[src/rtl/mc_ctrl_hs_pkg.sv]
// rtl/mc_ctrl_hs_pkg.sv - ctrl_pkg: states, RV32I field constants and datapath select encodings
package ctrl_pkg;

    typedef enum logic [4:0] {
        S_RST_IDLE, S_FETCH, S_DECODE, S_EX_R, S_EX_I, S_EX_ADDR,
        S_MEM_RD, S_MEM_WR, S_WB_ALU, S_WB_MEM, S_EX_BR, S_EX_JAL,
        S_EX_JALR, S_WB_LINK, S_WB_LUI, S_WB_AUIPC, S_TRAP
    } state_t;

    localparam logic [6:0] OP_R      = 7'b0110011;
    localparam logic [6:0] OP_IMM    = 7'b0010011;
    localparam logic [6:0] OP_LOAD   = 7'b0000011;
    localparam logic [6:0] OP_STORE  = 7'b0100011;
    localparam logic [6:0] OP_BRANCH = 7'b1100011;
    localparam logic [6:0] OP_JAL    = 7'b1101111;
    localparam logic [6:0] OP_JALR   = 7'b1100111;
    localparam logic [6:0] OP_LUI    = 7'b0110111;
    localparam logic [6:0] OP_AUIPC  = 7'b0010111;

    localparam logic [2:0] F3_ADD_SUB = 3'b000;
    localparam logic [2:0] F3_SLL     = 3'b001;
    localparam logic [2:0] F3_SLT     = 3'b010;
    localparam logic [2:0] F3_SLTU    = 3'b011;
    localparam logic [2:0] F3_XOR     = 3'b100;
    localparam logic [2:0] F3_SR      = 3'b101;
    localparam logic [2:0] F3_OR      = 3'b110;
    localparam logic [2:0] F3_AND     = 3'b111;
    localparam logic [2:0] F3_LW      = 3'b010;

    localparam logic [2:0] F3_BEQ  = 3'b000;
    localparam logic [2:0] F3_BNE  = 3'b001;
    localparam logic [2:0] F3_BLT  = 3'b100;
    localparam logic [2:0] F3_BGE  = 3'b101;
    localparam logic [2:0] F3_BLTU = 3'b110;
    localparam logic [2:0] F3_BGEU = 3'b111;

    localparam logic [6:0] F7_BASE = 7'b0000000;
    localparam logic [6:0] F7_ALT  = 7'b0100000;

    typedef enum logic [3:0] {
        ALU_ADD  = 4'd0, ALU_SUB = 4'd1, ALU_AND = 4'd2, ALU_OR  = 4'd3,
        ALU_SLT  = 4'd4, ALU_SLTU = 4'd5, ALU_XOR = 4'd6, ALU_SLL = 4'd7,
        ALU_SRL  = 4'd8, ALU_SRA = 4'd9
    } alu_op_t;

    typedef enum logic [2:0] {
        IMM_I = 3'd0, IMM_S = 3'd1, IMM_B = 3'd2, IMM_J = 3'd3, IMM_U = 3'd4
    } imm_src_t;

    typedef enum logic [1:0] {
        SRCA_PC = 2'b00, SRCA_OLDPC = 2'b01, SRCA_RS1 = 2'b10
    } srca_t;

    typedef enum logic [1:0] {
        SRCB_RS2 = 2'b00, SRCB_IMM = 2'b01, SRCB_FOUR = 2'b10
    } srcb_t;

    typedef enum logic [1:0] {
        RES_ALUREG = 2'b00, RES_ALU = 2'b01, RES_MDR = 2'b10, RES_IMM = 2'b11
    } res_src_t;

    // 010/011 are not branches; they report not-taken and the FSM traps on them.
    function automatic logic branch_taken(input logic [2:0] f3, input logic zero,
                                          input logic lt, input logic ltu);
        case (f3)
            F3_BEQ:  return zero;
            F3_BNE:  return !zero;
            F3_BLT:  return lt;
            F3_BGE:  return !lt;
            F3_BLTU: return ltu;
            F3_BGEU: return !ltu;
            default: return 1'b0;
        endcase
    endfunction

endpackage

[src/rtl/mc_ctrl_hs_if.sv]
// rtl/mc_ctrl_hs_if.sv - memory request ready/valid handshake between controller and memory
interface mc_ctrl_hs_if;
    logic mem_req;
    logic mem_write;
    logic adr_src;
    logic mem_ready;

    modport master (output mem_req, output mem_write, output adr_src, input mem_ready);
    modport slave  (input mem_req, input mem_write, input adr_src, output mem_ready);
endinterface

[src/rtl/mc_ctrl_hs_alu_dec.sv]
// rtl/mc_ctrl_hs_alu_dec.sv - ctrl_alu_dec: {op class, func3, func7} to alu_op plus illegal flag
module ctrl_alu_dec
    import ctrl_pkg::*;
#(
    parameter int ALUOP_W = 4
) (
    input  logic               i_is_imm,
    input  logic [2:0]         i_func3,
    input  logic [6:0]         i_func7,
    output logic [ALUOP_W-1:0] o_alu_op,
    output logic               o_illegal
);

    alu_op_t w_op;
    logic    w_base;
    logic    w_alt;

    assign w_base   = (i_func7 == F7_BASE);
    assign w_alt    = (i_func7 == F7_ALT);
    assign o_alu_op = ALUOP_W'(w_op);

    // For I-type only the shifts carry a real func7; elsewhere those bits are immediate.
    always_comb begin
        w_op      = ALU_ADD;
        o_illegal = 1'b0;
        case (i_func3)
            F3_ADD_SUB: begin
                w_op      = (!i_is_imm && w_alt) ? ALU_SUB : ALU_ADD;
                o_illegal = !i_is_imm && !w_base && !w_alt;
            end
            F3_SLL: begin
                w_op      = ALU_SLL;
                o_illegal = !w_base;
            end
            F3_SLT: begin
                w_op      = ALU_SLT;
                o_illegal = !i_is_imm && !w_base;
            end
            F3_SLTU: begin
                w_op      = ALU_SLTU;
                o_illegal = !i_is_imm && !w_base;
            end
            F3_XOR: begin
                w_op      = ALU_XOR;
                o_illegal = !i_is_imm && !w_base;
            end
            F3_SR: begin
                w_op      = w_alt ? ALU_SRA : ALU_SRL;
                o_illegal = !w_base && !w_alt;
            end
            F3_OR: begin
                w_op      = ALU_OR;
                o_illegal = !i_is_imm && !w_base;
            end
            default: begin
                w_op      = ALU_AND;
                o_illegal = !i_is_imm && !w_base;
            end
        endcase
    end

endmodule

[src/rtl/mc_ctrl_hs.sv]
// rtl/mc_ctrl_hs.sv - multi-cycle RV32I control FSM with ready/valid memory handshake
// Optional memory watchdog: CTRL_TIMEOUT_EN
module mc_ctrl_hs
    import ctrl_pkg::*;
#(
    parameter int ALUOP_W = 4,
    parameter int TIMEOUT = 255
) (
    input  logic               clk,
    input  logic               rst_n,
    mc_ctrl_hs_if.master       mem,
    input  logic [6:0]         op,
    input  logic [2:0]         func3,
    input  logic [6:0]         func7,
    input  logic               zero,
    input  logic               lt,
    input  logic               ltu,
    output logic               pc_en,
    output logic               ir_write,
    output logic               reg_write,
    output logic [1:0]         alusrc_a,
    output logic [1:0]         alusrc_b,
    output logic [ALUOP_W-1:0] alu_op,
    output logic [1:0]         result_src,
    output logic [2:0]         imm_src,
    output logic               trap,
    output logic               bus_err
);

    if (ALUOP_W < 4) begin : g_bad_aluop_w
        $error("ALUOP_W must be at least 4");
    end
    if (TIMEOUT < 1 || TIMEOUT > 65535) begin : g_bad_timeout
        $error("TIMEOUT must be within 1..65535");
    end

    state_t             r_state;
    state_t             w_next;
    logic [ALUOP_W-1:0] w_dec_alu_op;
    logic               w_dec_illegal;
    logic               w_timeout;

    ctrl_alu_dec #(.ALUOP_W(ALUOP_W)) u_alu_dec (
        .i_is_imm  (op == OP_IMM),
        .i_func3   (func3),
        .i_func7   (func7),
        .o_alu_op  (w_dec_alu_op),
        .o_illegal (w_dec_illegal)
    );

`ifdef CTRL_TIMEOUT_EN
    logic [15:0] r_wait_cnt;
    logic        w_waiting;

    assign w_waiting = (r_state == S_FETCH) || (r_state == S_MEM_RD) || (r_state == S_MEM_WR);
    // A late mem_ready in the limit cycle still completes normally.
    assign w_timeout = w_waiting && !mem.mem_ready && (r_wait_cnt == 16'(TIMEOUT));

    // Leaving a wait state always passes through mem_ready or TRAP, so the clear-on-exit
    // below also gives a clear count on every entry.
    always_ff @(posedge clk or negedge rst_n) begin
        if (!rst_n) begin
            r_wait_cnt <= '0;
        end else if (w_waiting && !mem.mem_ready) begin
            r_wait_cnt <= r_wait_cnt + 16'd1;
        end else begin
            r_wait_cnt <= '0;
        end
    end
`else
    assign w_timeout = 1'b0;
`endif

    assign bus_err = w_timeout;

    always_ff @(posedge clk or negedge rst_n) begin
        if (!rst_n) begin
            r_state <= S_RST_IDLE;
        end else begin
            r_state <= w_next;
        end
    end

    always_comb begin
        w_next = r_state;
        case (r_state)
            S_RST_IDLE: w_next = S_FETCH;
            S_FETCH: begin
                if (w_timeout)          w_next = S_TRAP;
                else if (mem.mem_ready) w_next = S_DECODE;
            end
            S_DECODE: begin
                case (op)
                    OP_R:              w_next = S_EX_R;
                    OP_IMM:            w_next = S_EX_I;
                    OP_LOAD, OP_STORE: w_next = S_EX_ADDR;
                    OP_BRANCH:         w_next = S_EX_BR;
                    OP_JAL:            w_next = S_EX_JAL;
                    OP_JALR:           w_next = S_EX_JALR;
                    OP_LUI:            w_next = S_WB_LUI;
                    OP_AUIPC:          w_next = S_WB_AUIPC;
                    default:           w_next = S_TRAP;
                endcase
            end
            S_EX_R, S_EX_I: w_next = w_dec_illegal ? S_TRAP : S_WB_ALU;
            S_EX_ADDR: begin
                if (func3 != F3_LW)      w_next = S_TRAP;
                else if (op == OP_STORE) w_next = S_MEM_WR;
                else                     w_next = S_MEM_RD;
            end
            S_MEM_RD: begin
                if (w_timeout)          w_next = S_TRAP;
                else if (mem.mem_ready) w_next = S_WB_MEM;
            end
            S_MEM_WR: begin
                if (w_timeout)          w_next = S_TRAP;
                else if (mem.mem_ready) w_next = S_FETCH;
            end
            S_WB_ALU, S_WB_MEM, S_WB_LINK, S_WB_LUI, S_WB_AUIPC: w_next = S_FETCH;
            S_EX_BR: w_next = (func3 == 3'b010 || func3 == 3'b011) ? S_TRAP : S_FETCH;
            S_EX_JAL, S_EX_JALR: w_next = S_WB_LINK;
            S_TRAP:  w_next = S_TRAP;
            default: w_next = S_TRAP;
        endcase
    end

    always_comb begin
        pc_en         = 1'b0;
        ir_write      = 1'b0;
        reg_write     = 1'b0;
        mem.mem_req   = 1'b0;
        mem.mem_write = 1'b0;
        mem.adr_src   = 1'b0;
        alusrc_a      = SRCA_PC;
        alusrc_b      = SRCB_RS2;
        alu_op        = ALUOP_W'(ALU_ADD);
        result_src    = RES_ALUREG;
        imm_src       = IMM_I;
        trap          = 1'b0;
        case (r_state)
            S_FETCH: begin
                mem.mem_req = 1'b1;
                alusrc_b    = SRCB_FOUR;
                result_src  = RES_ALU;
                pc_en       = mem.mem_ready;
                ir_write    = mem.mem_ready;
            end
            S_DECODE: begin
                alusrc_a = SRCA_OLDPC;
                alusrc_b = SRCB_IMM;
                imm_src  = IMM_B;
            end
            S_EX_R: begin
                alusrc_a = SRCA_RS1;
                alu_op   = w_dec_alu_op;
            end
            S_EX_I: begin
                alusrc_a = SRCA_RS1;
                alusrc_b = SRCB_IMM;
                alu_op   = w_dec_alu_op;
            end
            S_EX_ADDR: begin
                alusrc_a = SRCA_RS1;
                alusrc_b = SRCB_IMM;
                imm_src  = (op == OP_STORE) ? IMM_S : IMM_I;
            end
            S_MEM_RD: begin
                mem.mem_req = 1'b1;
                mem.adr_src = 1'b1;
            end
            S_MEM_WR: begin
                mem.mem_req   = 1'b1;
                mem.mem_write = 1'b1;
                mem.adr_src   = 1'b1;
            end
            S_WB_ALU: reg_write = 1'b1;
            S_WB_MEM: begin
                reg_write  = 1'b1;
                result_src = RES_MDR;
            end
            S_EX_BR: begin
                alusrc_a = SRCA_RS1;
                alu_op   = ALUOP_W'(ALU_SUB);
                pc_en    = branch_taken(func3, zero, lt, ltu);
            end
            S_EX_JAL: begin
                alusrc_a   = SRCA_OLDPC;
                alusrc_b   = SRCB_IMM;
                imm_src    = IMM_J;
                result_src = RES_ALU;
                pc_en      = 1'b1;
            end
            S_EX_JALR: begin
                alusrc_a   = SRCA_RS1;
                alusrc_b   = SRCB_IMM;
                result_src = RES_ALU;
                pc_en      = 1'b1;
            end
            S_WB_LINK: begin
                alusrc_a   = SRCA_OLDPC;
                alusrc_b   = SRCB_FOUR;
                result_src = RES_ALU;
                reg_write  = 1'b1;
            end
            S_WB_LUI: begin
                result_src = RES_IMM;
                imm_src    = IMM_U;
                reg_write  = 1'b1;
            end
            S_WB_AUIPC: begin
                alusrc_a   = SRCA_OLDPC;
                alusrc_b   = SRCB_IMM;
                imm_src    = IMM_U;
                result_src = RES_ALU;
                reg_write  = 1'b1;
            end
            S_TRAP:  trap = 1'b1;
            default: ;
        endcase
    end

endmodule

[src/flat_wrapper.sv]
// flat-port wrapper written by rule: the top's interface ports become plain ports
module mc_ctrl_hs_flat import ctrl_pkg::*;
#(
    parameter int ALUOP_W = 4,
    parameter int TIMEOUT = 255
)
  (clk, rst_n, op, func3, func7, zero, lt, ltu, pc_en, ir_write, reg_write, alusrc_a, alusrc_b, alu_op, result_src, imm_src, trap, bus_err, mem_mem_req, mem_mem_write, mem_adr_src, mem_mem_ready);
  mc_ctrl_hs_if mem_i ();
  input  logic clk;
  input  logic rst_n;
  input  logic [6:0] op;
  input  logic [2:0] func3;
  input  logic [6:0] func7;
  input  logic zero;
  input  logic lt;
  input  logic ltu;
  output logic pc_en;
  output logic ir_write;
  output logic reg_write;
  output logic [1:0] alusrc_a;
  output logic [1:0] alusrc_b;
  output logic [ALUOP_W-1:0] alu_op;
  output logic [1:0] result_src;
  output logic [2:0] imm_src;
  output logic trap;
  output logic bus_err;
  output wire logic [$bits(mem_i.mem_req)-1:0] mem_mem_req;
  output wire logic [$bits(mem_i.mem_write)-1:0] mem_mem_write;
  output wire logic [$bits(mem_i.adr_src)-1:0] mem_adr_src;
  input wire logic [$bits(mem_i.mem_ready)-1:0] mem_mem_ready;
  assign mem_mem_req = mem_i.mem_req;
  assign mem_mem_write = mem_i.mem_write;
  assign mem_adr_src = mem_i.adr_src;
  assign mem_i.mem_ready = mem_mem_ready;
  mc_ctrl_hs #(.ALUOP_W(ALUOP_W), .TIMEOUT(TIMEOUT)) u_core (.clk(clk), .rst_n(rst_n), .mem(mem_i), .op(op), .func3(func3), .func7(func7), .zero(zero), .lt(lt), .ltu(ltu), .pc_en(pc_en), .ir_write(ir_write), .reg_write(reg_write), .alusrc_a(alusrc_a), .alusrc_b(alusrc_b), .alu_op(alu_op), .result_src(result_src), .imm_src(imm_src), .trap(trap), .bus_err(bus_err));
endmodule
[config.mk]
export PLATFORM = sky130hd
export DESIGN_NAME = mc_ctrl_hs_flat
export DESIGN_NICKNAME = d
export VERILOG_FILES = /design/src/rtl/mc_ctrl_hs_pkg.sv /design/src/rtl/mc_ctrl_hs_if.sv /design/src/rtl/mc_ctrl_hs_alu_dec.sv /design/src/rtl/mc_ctrl_hs.sv /design/src/flat_wrapper.sv
export SDC_FILE = /design/constraint.sdc
export NUM_CORES = 1
export LEC_CHECK = 0
export ABC_AREA = 1
export BUFFER_PORTS_ARGS = -buffer_cell sky130_fd_sc_hd__buf_2
export CAP_MARGIN = 10
export CORE_UTILIZATION = 30
export CTS_CLUSTER_SIZE = 14
export DETAILED_ROUTE_END_ITERATION = 10
export PLACE_DENSITY = 0.59
export SYNTH_ARGS = -nofsm -noshare
export SYNTH_HDL_FRONTEND = slang
export SYNTH_SLANG_ARGS = --single-unit
[constraint.sdc]
create_clock -name clk -period 1.7 [get_ports clk]
set_clock_uncertainty 0.2 [all_clocks]
set_input_delay 0.085 -clock clk [delete_from_list [all_inputs] [get_ports clk]]
set_output_delay 0.085 -clock clk [all_outputs]
set_load 0.05 [all_outputs]
---- After elaboration in Yosys (flattened, before gate mapping) ----
Index checks and enable logic that the tools add are counted.
operators by class
  eq/ne operators ......................... 37
  mux-type cells .......................... 27
  reductions and logical operators ........ 28
operators by type and width
  cell                                                                    number
  5-bit case mux with 9 select lines                                      1
  5-bit by 4-bit equality test with 1-bit output (second input constant)  8
  5-bit case mux with 8 select lines                                      1
  5-bit two-way mux                                                       6
  7-bit by 6-bit equality test with 1-bit output (second input constant)  4
  4-bit case mux with 7 select lines                                      1
  7-bit equality test (second input constant)                             3
  5-bit by 3-bit equality test with 1-bit output (second input constant)  4
  5-bit OR reduction                                                      3
  7-bit by 5-bit equality test with 1-bit output (second input constant)  2
  3-bit equality test (second input constant)                             4
  3-bit case mux with 4 select lines                                      1
  2-bit OR reduction                                                      6
  6-bit OR reduction                                                      2
  5-bit by 2-bit equality test with 1-bit output (second input constant)  2
  1-bit two-way mux                                                       10
  2-bit case mux with 2 select lines                                      2
  4-bit case mux with 2 select lines                                      1
  7-bit by 2-bit equality test with 1-bit output (second input constant)  1
  7-bit logical NOT                                                       1
  3-bit by 2-bit equality test with 1-bit output (second input constant)  2
  1-bit logical NOT                                                       6
  2-bit != test (second input constant)                                   3
  1-bit case mux with 3 select lines                                      2
  other kinds (13)                                                        16
storage, ports and cells
  register bits ........................... 5
  input port bits ......................... 23
  output and inout bits ................... 21
  word-level logic and storage cells ...... 93

---- Logic depth before layout (Yosys ltp) ----
  word-level depth ........................ 7
  depth in mapped cells ................... 11
  depth with buffers taken out ............ 11

---- Cells and area by module ----
Synthesis repeated with hierarchy kept, for this count alone.
second synthesis, totals
  cells, all modules ...................... 191
  area total of the unflattened synthesis .. 960.9 um2
by module, submodules not included
  module        instances  cells each  area an instance (um2)  sequential area each (um2)
  mc_ctrl_hs    1          162         830.8                   125.1
  ctrl_alu_dec  1          29          130.1                   0.0

---- Worst setup path before layout ----
Ideal clock, no wire load.
  path kind ............................... register to output
  start point ............................. register u_core.r_state[2]
  end point ............................... output port alu_op[0]
  data arrival time ....................... 1973 ps
  required time ........................... 1415 ps
  slack ................................... -558 ps
  cell stages (with the launch flop) ...... 7
  buffers on the path ..................... 0
  cell sequence ........................... dfrtp_1 > inv_2 > nor2_4 > nand2_2 > nor2_4 > a21oi_4 > o21ai_0
between the ends
  word-level cells in the longest chain between the ends .. 3
  elaborated cells on any way between the ends .. 5
  classes of those cells .................. eq/ne (3); mux (1); reduce/logical (1)
RTL lines
  element                                                                                                                  line                text
  from (decl)                                                                                                              mc_ctrl_hs.sv:37    state_t r_state;
  from (signal assigned)                                                                                                   mc_ctrl_hs.sv:80    r_state <= w_next;
  5-bit by 2-bit equality test with 1-bit output / 5-bit by 3-bit equality test with 1-bit output (equally long branches)  mc_ctrl_hs.sv:140   case (r_state)
  2-bit OR reduction (no line)                                                                                             -
  4-bit case mux with 2 select lines *                                                                                     mc_ctrl_hs.sv:140
  to (decl)                                                                                                                flat_wrapper.sv:22  output logic [ALUOP_W-1:0] alu_op;
Every way passes the cells marked *; elsewhere a longest branch is shown, timed or not.

---- Worst setup path in the final report ----
  start point ............................. register u_core.r_state[2]
  end point ............................... output port pc_en
between the ends
  word-level cells in the longest chain between the ends .. 3
  elaborated cells on any way between the ends .. 6
  classes of those cells .................. eq/ne (4); mux (1); reduce/logical (1)
RTL lines
  element                                         line                text
  5-bit by 4-bit equality test with 1-bit output  mc_ctrl_hs.sv:140
  2-bit OR reduction (no line)                    -
  1-bit case mux with 3 select lines *            mc_ctrl_hs.sv:140
  to (decl)                                       flat_wrapper.sv:17  output logic pc_en;
Marked as above.

==> impl_metrics.py <==
metrics = {
    "hold_path": {
        "hold_path.class": "primary input to register",
    },
    "synthesis": {
        "syn_avg_cell_area_sq_um": 5.34,
        "synth_cell_types": 28,
        "synth_edf_count": 0,
        "yosysSeqAreaShare_pct": 12.6,
        "synthMostInstantiatedCell": "nand2_1",
        "ys_ff_latch": 5,
        "synthFlopType": "dfrtp_1",
        "ys_warn_count": 0,
        "synth_top_area_share_pct": 18.5,
        "syn_area_sq_um": 993,
        "synthArstFlopShare_pct": 100,
        "synth_area_leaders": "nand2_1 (19%), dfrtp_1 (13%), nor2_1 (11%)",
        "synthTopCellsByCount": "nand2_1 (49), nor2_1 (28), inv_1 (24)",
        "synth_fp_nets": 209,
        "syn_inst": 186,
        "synth_area_leader_cell": "nand2_1",
    },
    "timing": {
        "fmax_mhz": 546,
        "setup-violations-final": 10,
        "finalSetupTns_ps": -751,
        "final-max-slew-violation-count": 0,
        "hold_violations": 0,
        "grt_setup_unrepaired": "yes",
        "setup_slack_ps": -131,
        "layout_min_cycle_time_ps": 1830,
        "holdWs_ps": 47.0,
        "post-route-period-util_pct": 108,
    },
    "routing": {
        "drc": 0,
        "wl_per_cell_um": 10.9,
        "vias": 1355,
        "ant_nets": 0,
        "dr.pass1.iters": 4,
        "drt-vias-per-instance": 4.58,
        "drt_iter0_drc": 56,
        "wl_um": 3220,
    },
    "setup_path": {
        "startpoint_type": "register",
        "path_cells": "inv_2, nand2_2, nor2_4, buf_4, nor3_2, nand2_2, buf_4",
        "crit_arrival_ps": 1550,
        "cpMaxStageDelayCell": "dfrtp_2",
        "end_kind": "output port",
        "worstPathRequired_ps": 1410,
        "cp_max_fo": 4,
        "critPathMaxStageDelay_ps": 430,
        "crit_family": "simple AND/OR/NAND/NOR gates",
        "critPathBufInv": 3,
        "path_class": "register to output port",
    },
    "global_route": {
        "grt_start_max_net_pins": 10,
        "grt_pass1_wl_um": 4950,
        "track_usage_pct": 18.4,
        "grt-ovfl-total": 0,
        "antenna_found_initial": 0,
        "grt_pass1_vias": 1206,
    },
    "pwr": {
        "leakagePower_nw": 0.958,
        "fin_total_pwr_mw": 0.405,
        "powerDensity_nw_per_um2": 238,
        "ir_drop_mv": 0.147,
    },
    "clocking": {
        "root_buffer": "clkbuf_4",
        "clock_path_buffers": 2,
        "path_clk_slew_ps": 50,
        "cts_tree": "built",
        "clock_sinks": 5,
        "numCtsBuffers": 3,
        "clock_latency_ps": 250,
        "h-tree-depth": 1,
    },
    "finish": {
        "nets": 276,
        "top_register": "u_core.r_state",
        "largest_reg_flops": 5,
        "fillerInstances": 319,
        "top_regs": "u_core.r_state: 5 flops",
        "area_growth_pct": 71.7,
        "antenna_cells": 0,
        "drive_above_1_share_pct": 47.6,
    },
    "floorplanning": {
        "rows": 20,
        "core_sq_um": 3100,
        "start_util_pct": 32.0,
        "fp.dieH_um": 59.5,
        "dieArea_sq_um": 3550,
        "io_pins": 44,
        "die_w_um": 59.5,
    },
    "place": {
        "dpl.hpwl_um": 2370,
        "dp_slack_ps": -19.3,
        "port_buffers": 42,
        "gp_congestion": 0.832,
    },
    "run_status": {
        "violations": "setup timing",
        "status": "complete, but fails checks",
    },
    "run": {
        "drv_cap": 0,
    },
}
## tightest hold or removal path, delay by kind of cell
family / cells / cell delay [ps]
buf+inv: 1 / 80
simple gates: 4 / 280
## layer usage
layer,routed length (um),vias to the layer above,global-route usage (%)
li1,-,721,-
met1,1390,585,22.2
met2,1670,43,33.1
met3,97,6,1.53
met4,61,0,7.64
met5,0,-,0
## cells in the final DEF, fill, tap and decap left out, types with 5 or more instances in the layout
cell       n
buf_6     13
nand4_1    6
nand2_1   45
nand2_2    6
o21ai_0    5
nor2_1    23
nor2_4    11
dfrtp_2    5
a21oi_1    5
clkbuf_4   5
inv_1     23
buf_4     22
nand3_1   12
inv_2      7
nand2_4    5
buf_2     23
## repair_timing
| item | in CTS | in global routing |
|---|---|---|
| gates resized for setup | 45 | 23 |
| gates cloned | 0 | 0 |
| pin swaps | 7 | 8 |
| buffers inserted | 5 | 7 |
| hold buffers | 2 | 0 |
| setup endpoints to repair | 17 | 20 |
| hold endpoints to repair | 5 | 0 |
## final timing paths
kind                              startpoint                 to  slack [ps]  depth (start not counted)
setup / recovery           u_core.r_state[2]              pc_en        -130                          7
hold / removal                      func7[6]  u_core.r_state[4]          50                          5
setup reg to reg           u_core.r_state[4]  u_core.r_state[0]          10                         11
hold reg to reg            u_core.r_state[2]  u_core.r_state[1]         420                          2
max in group asynchronous              rst_n  u_core.r_state[4]         540                          3
min in group asynchronous              rst_n  u_core.r_state[2]         560                          3
## kinds of logic (layout without fill, tap and decap cells)
logic type             count (synthesis)  after routing  synth area share (%)
other                                  1              1                 0.377
AND/OR/NAND/NOR                      125            125                  61.0
buffers and inverters                 35            101                  13.9
flip-flops                             5              5                  12.6
AO/OA/AOI/OAI                         20             20                  12.2
## where the power goes
group / leakage, nW / internal (mW) / switching [mW]
Sequential: 0.0578 / 0.121 / 0.00555
Combinational: 0.882 / 0.0536 / 0.0839
Clock: 0.0177 / 0.0855 / 0.0551
## per-stage QoR
stage                     utilization [%]  cell area, sq um  cells
after CTS                            50.7              1570    289
after global routing                 55.0              1710    296
after floorplan                         -              1040    186
after global placement               43.6              1350    278
final                                55.0              1710    296
after detailed placement             43.6              1350    278
## cell type report
cell class | instances | area (sq um) | area share (%)
clock inverter | 1 | 5.00 | 0.293
sequential | 5 | 131 | 7.70
multi-input combinational | 146 | 866 | 50.8
timing repair buffer | 64 | 492 | 28.8
inverter | 33 | 134 | 7.85
tap | 44 | 55.1 | 3.23
clock buffer | 3 | 22.5 | 1.32
No activity file was read; power rests on OpenSTA's default activity.
